[src/rtl/fetch_unit.sv]
// Instruction-fetch stage: owns the PC, drives int_mem, and queues {pc, instr}
// pairs for decode behind a valid/ready handshake; redirects flush and reload.
module fetch_unit #(
  parameter logic [31:0] RESET_PC  = 32'h0000_0000,
  parameter int          DEPTH     = 4,
  parameter logic [32:0] MEM_BYTES = 33'd1024
) (
  input  logic                       clock,
  input  logic                       reset,
  output logic [31:0]                imem_addr,
  input  logic [31:0]                imem_data,
  input  logic                       redirect,
  input  logic [31:0]                redirect_pc,
  output logic                       out_valid,
  input  logic                       out_ready,
  output logic [31:0]                out_instr,
  output logic [31:0]                out_pc,
  output logic [31:0]                out_pc4,
  output logic [$clog2(DEPTH):0]     count,
  output logic                       halted
);

  localparam int AW = $clog2(DEPTH);
  localparam int CW = AW + 1;
  localparam logic [AW-1:0] PTR_ONE   = AW'(1);
  localparam logic [CW-1:0] CNT_ONE   = CW'(1);
  localparam logic [CW-1:0] CNT_DEPTH = CW'(DEPTH);

  logic [31:0]   pc_r;
  logic [63:0]   mem_r [DEPTH];
  logic [AW-1:0] rd_ptr_r;
  logic [AW-1:0] wr_ptr_r;
  logic [CW-1:0] count_r;

  logic          pop_s;
  logic          push_s;
  logic          halted_s;
  logic [63:0]   head_s;

  // Handshake and fetch-enable decode; a full queue may refill while it pops.
  always_comb begin
    halted_s = 1'b0;
    pop_s    = 1'b0;
    push_s   = 1'b0;
    head_s   = mem_r[rd_ptr_r];
    if ({1'b0, pc_r} >= MEM_BYTES) begin
      halted_s = 1'b1;
    end else begin
      halted_s = 1'b0;
    end
    pop_s  = (count_r != {CW{1'b0}}) & out_ready;
    push_s = ~redirect & ((count_r < CNT_DEPTH) | pop_s) & ~halted_s;
  end

  // PC, queue storage, pointers and occupancy.
  always_ff @(posedge clock or posedge reset) begin
    if (reset) begin
      pc_r     <= RESET_PC;
      rd_ptr_r <= {AW{1'b0}};
      wr_ptr_r <= {AW{1'b0}};
      count_r  <= {CW{1'b0}};
      for (int i = 0; i < DEPTH; i++) begin
        mem_r[i] <= 64'd0;
      end
    end else if (redirect) begin
      // Any same-cycle pop was already taken by decode; the queue just empties.
      pc_r     <= redirect_pc & 32'hFFFF_FFFC;
      rd_ptr_r <= {AW{1'b0}};
      wr_ptr_r <= {AW{1'b0}};
      count_r  <= {CW{1'b0}};
    end else begin
      if (push_s) begin
        mem_r[wr_ptr_r] <= {pc_r, imem_data};
        wr_ptr_r        <= wr_ptr_r + PTR_ONE;
        pc_r            <= pc_r + 32'd4;
      end
      if (pop_s) begin
        rd_ptr_r <= rd_ptr_r + PTR_ONE;
      end
      case ({push_s, pop_s})
        2'b10:   count_r <= count_r + CNT_ONE;
        2'b01:   count_r <= count_r - CNT_ONE;
        default: count_r <= count_r;
      endcase
    end
  end

  assign imem_addr = pc_r;
  assign out_valid = (count_r != {CW{1'b0}});
  assign out_pc    = head_s[63:32];
  assign out_instr = head_s[31:0];
  assign out_pc4   = head_s[63:32] + 32'd4;
  assign count     = count_r;
  assign halted    = halted_s;

endmodule

[config.mk]
export PLATFORM = sky130hd
export DESIGN_NAME = fetch_unit
export DESIGN_NICKNAME = d
export VERILOG_FILES = /design/src/rtl/fetch_unit.sv
export SDC_FILE = /design/constraint.sdc
export NUM_CORES = 1
export LEC_CHECK = 0
export CAP_MARGIN = 0
export CORE_MARGIN = 2
export CORE_UTILIZATION = 54
export DETAILED_ROUTE_END_ITERATION = 12
export PLACE_DENSITY = 0.8
export SLEW_MARGIN = 20
export SYNTH_ARGS = -nofsm -noshare
export SYNTH_HDL_FRONTEND = slang
export SYNTH_SLANG_ARGS = --single-unit
[constraint.sdc]
create_clock -name clock -period 11.83 [get_ports clock]
set_clock_uncertainty 0.15 [all_clocks]
set_input_delay 1.183 -clock clock [delete_from_list [all_inputs] [get_ports clock]]
set_output_delay 1.183 -clock clock [all_outputs]
set_load 0.02 [all_outputs]
Word level (Yosys, flattened, before mapping) --
Index checks and enable logic that the tools add are counted. W data, S select, Z words.
Operators by class: $add $sub $neg 6, multiply operators 0, divide/modulo/power cells 0, order comparisons 5, eq/ne operators 2, shifts and indexed selects 0, mux-type cells 15, bitwise logic cells 8, reductions and logical operators 6
Operators by type and width (count):
- $bwmux W256 | 1
- $mux W64 | 3
- $bmux W64 S2 | 1
- $demux W64 S2 | 1
- $add A32 B3 Y32 const B | 2
- $mux W32 | 2
- $ge A32 B11 Y1 const B | 1
- $mux W2 | 4
- $ge A3 B3 Y1 const B | 2
- $not A2 Y3 | 2
- $pmux W3 S2 | 1
- $reduce_bool A3 Y1 | 2
- $add A2 B1 Y2 const B | 2
- $reduce_bool A2 Y1 | 2
- $add A3 B1 Y3 const B | 1
- $and A1 B1 Y1 | 3
- $lt A3 B1 Y1 const B | 1
- $lt A3 B3 Y1 const B | 1
- $mux W3 | 1
- $sub A3 B1 Y3 const B | 1
- $eq A2 B1 Y1 const B | 1
- $eq A2 B2 Y1 const B | 1
- $not A1 Y1 | 2
- $reduce_and A2 Y1 | 1
- 3 further kinds | 3
Word-level totals: flip-flop bits (word level) 295, latch bits 0, RAM bits 0, ROM bits 0, word-level logic and storage cells 50, memories kept 0

Depth between registers and ports, before layout --
depth after elaboration 8, gate-level depth with buffers 9

Worst setup path before layout --
Ideal clock, no wire load.
path type reg-to-output, start register rd_ptr_r[0], end output port out_pc4[28], data arrival time 2259 ps, data required time 10497 ps, slack 8238 ps, stages on the path, launching flop included 9, buffers on the path 1, cell sequence dfrtp_1 buf_6 mux4_2 ha_1 nand2b_1 o22ai_1 nand2_2 nor3_1 xnor2_1
Between the ends: longest elaborated chain between the ends 5
RTL lines:
- start, declared | line 31 | logic [AW-1:0] rd_ptr_r;
- start signal, assigned | line 59 | rd_ptr_r <= {AW{1'b0}};
- start signal, assigned | line 68 | rd_ptr_r <= {AW{1'b0}};
- start signal, assigned | line 78 | rd_ptr_r <= rd_ptr_r + PTR_ONE;
- $not A2 Y3 (implied by the code) | line 45 | head_s = mem_r[rd_ptr_r];
- $bmux W64 S2 | line 45
- $mux W64 (implied by the code) (2 in series) | line 45
- via out_pc[3] | line 17 | output logic [31:0] out_pc,
- $add A32 B3 Y32 | line 92 | assign out_pc4 = head_s[63:32] + 32'd4;
- end, declared | line 18 | output logic [31:0] out_pc4,
The timed path passes the listed nets, and every way through them passes these cells. The select of a mux whose other input is x is not followed.

Worst setup path in the final report --
start register rd_ptr_r[0], end output port out_pc4[30]
Between the ends: longest elaborated chain between the ends 5
RTL lines (line):
- $not A2 Y3 (implied by the code) | 45
- $bmux W64 S2 | 45
- $mux W64 (implied by the code) (2 in series) | 45
- $add A32 B3 Y32 | 92
No other way between the ends. The select of a mux whose other input is x is not followed.

==> flow_summary.ini <==
[outcome]
status = complete, no violations

[finish]
final_cells = 1378
num-nets-final = 1114
antennaDiodeCount = 0
fin_area_um2 = 15850
fin_util_pct = 67.52
area_delta_synth_final_pct = 22.94
drive_above_1_share_pct = 15.68

[floorplan]
die_h_um = 158.5
rows = 56
start_util_pct = 54.92
die_area_um2 = 25120
ios = 201
core_um2 = 23470
chipWidth_um = 158.5

[placed_design]
io_buffers = 192
dp_hpwl_um = 15960
gp_congestion = 0.7427
dpl-instance-area_um2 = 14870
pre_cts_ws_ps = 6399
dpl.cell_count = 1325

[timing]
worst_hold_slack_ps = 329.0
rsz0062_at_grt = no
tightest_slew_ps = 1007
finalMaxSlewViolations = 0
max_freq_ghz = 0.1693
final.setup.tns_ps = 0
min_period_ps = 5905
relSlewSlack_pct = 32.88
finalSetupViolCount = 0
hold_violations = 0
fin_ws_ps = 5925
post-route-period-util_pct = 49.92

[grt]
grt_pass1_vias = 8164
antenna_found_initial = 0
grt_max_degree = 142
overflow = 0
grt_pass1_wl_um = 43280
grt_usage_pct = 21.94

[power_and_ir_drop]
total_power_mw = 2.165
p_per_area_nw_per_um2 = 136.6
ir_drop_mv = 0.1105
p_leak_nw = 7.407

[logic_synthesis]
syn_area_per_cell_um2 = 15.01
synthCells = 859
synth_top_area_share_pct = 55.32
seq_area_frac_synth_pct = 55.32
ys_warn_count = 0
synth.area.top_cells = dfrtp_1 55%, mux2_1 13%, mux4_2 10%
synth_edf_count = 0
synth.cell_area_um2 = 12890
ys_async_sr_fraction_pct = 100.0
ys.flop_type = dfrtp_1
synth_area_leader_cell = dfrtp_1
synth-seq-cells = 285
yosys.cell_types.count = 47

[clocking]
clk_latency_ps = 540
path_clk_slew_ps = 60
cts.sinks = 285
post_cts_buffers = 0
cts_tree = yes
cts_root_buf = clkbuf_16
htreeDepth = 1
cts_buffer_depth = 3
cts_hold_buffers = 0
cts_resized = 0
cts_buffers = 30

[critical_path]
start_kind = flop
reg2reg_depth = 6
path_buf_inv = 2
crit_start = rd_ptr_r[0]
cp_cell_sequence = buf_4 > mux4_2 > ha_1 > nand2_1 > o22ai_1 > nand2_2 > nor4_2 > xor2_1 > clkdlybuf4s50_1
r2r_end = mem_r[198]
crit_fanout = 37
crit_path_end_kind = output pin
slowest_delay_ps = 790
rr_startpoint = imem_addr[16]
cp_top_family = buffers and inverters
r2r_slack_ps = 8340
required_ps = 10500
slowest_stage = dfrtp_4
crit_type = flop to output pin
cp.arrival_ps = 4570

[worst_hold_path]
hold_path_class = flop to flop
hold_depth = 1
holdPathEnd = mem_r[48]
min_from = mem_r[48]

[route]
drt-total-wl_um = 26360
first_iter_violations = 353
vias = 7566
wl_per_cell_um = 19.13
firstDrtPassIters = 4
drc = 0
ant_nets = 0
vias_per_cell = 5.491

[run]
maxCapViolations = 0
-- worst max-delay path by stage --
stage | to | slack (ps) | cells past startpoint
finish | out_pc4[30] | 5920 | 9
global route | out_pc4[30] | 5570 | 9
CTS | out_pc4[30] | 5800 | 9
detailed placement | out_pc4[30] | 6400 | 9
global placement | out_pc4[30] | 6470 | 9
floorplan | count[0] | 2630 | 1
-- cells in the mapped netlist, types with 2 or more instances --
cell type / number
buf_6: 16
nor3_1: 11
nor2b_1: 2
nor4_2: 6
xor2_1: 20
buf_12: 3
xnor2_1: 17
mux2_1: 152
o21ai_0: 4
buf_2: 5
nand2_2: 2
a21oi_1: 4
inv_1: 14
nand2_1: 22
mux4_2: 60
and2_1: 92
nor2_1: 14
clkbuf_1: 19
mux2i_1: 4
or3_1: 2
dfrtp_1: 285
ha_1: 7
mux2_2: 32
nand3_1: 10
nand3_4: 5
and4_1: 4
nor4_1: 8
buf_4: 12
nand4_1: 9
-- layout by cell type (no fill, tap or decap), drive strengths merged --
cell type,Yosys,final
inv,14,15
buf,37,6
clkbuf,19,46
and2,92,92
a31oi,1,1
clkdlybuf4s50,0,192
conb,1,6
nor2b,2,2
mux2i,5,5
nand2,24,24
ha,7,7
nand2b,1,1
xnor2,17,17
o22ai,1,1
a2bb2oi,1,1
and3,1,1
o21ai,4,4
nor3,11,11
and4,6,6
nand3,15,15
a21oi,4,4
or3,2,2
mux4,61,61
xor2,20,20
dfrtp,285,285
bufinv,0,1
nand4,10,10
o31ai,1,1
nor2,14,14
nor4,14,14
or4,1,1
xnor3,1,1
a21bo,1,1
o211ai,1,1
clkinv,0,5
fa,1,1
mux2,184,184
-- cell type report --
cell class,instances,area (um^2)
fillers,1679,7625
flip-flops and latches,285,7139
multi-input cells,509,5300
repair buffers,198,1971
clock buffers,46,900.9
well taps,319,399.1
clock inverters,7,77.57
inverters,14,60.06
-- cells by family (layout without fill, tap and decap cells) --
family / after synthesis / count (layout) / share of synthesized area (%)
AOI/OAI and AO/OA: 14 / 14 / 0.6698
xor gates and xnor gates: 38 / 38 / 2.689
adders and majority gates: 8 / 8 / 0.8347
buffers and inverters: 70 / 265 / 3.746
DFF: 285 / 285 / 55.32
muxes: 250 / 250 / 27.24
other: 1 / 6 / 0.02909
and+or+nand+nor: 193 / 193 / 9.463
-- layer usage --
metal | GRT usage, % | routed length, um | part of all wire, % | up-vias
met3 | 5.199 | 1771 | 6.7 | 28
met1 | 30.54 | 11270 | 43 | 3932
met2 | 35.98 | 12960 | 49 | 195
li1 | - | - | - | 3411
met4 | 4.076 | 352 | 1.3 | 0
met5 | 0 | 0 | 0 | -
-- report_power, final --
group          switching, mW  internal (mW)  leakage [nW]
Combinational          0.107          0.111          3.01
Clock                  0.374          0.544         0.485
Sequential            0.0400          0.990          3.91
-- flip-flops by register name, indices dropped and copies added (netlist names) --
register   flops
count          3
imem_addr     30
mem_r        248
rd_ptr_r       2
wr_ptr_r       2
No activity file was read; power rests on OpenSTA's default activity.
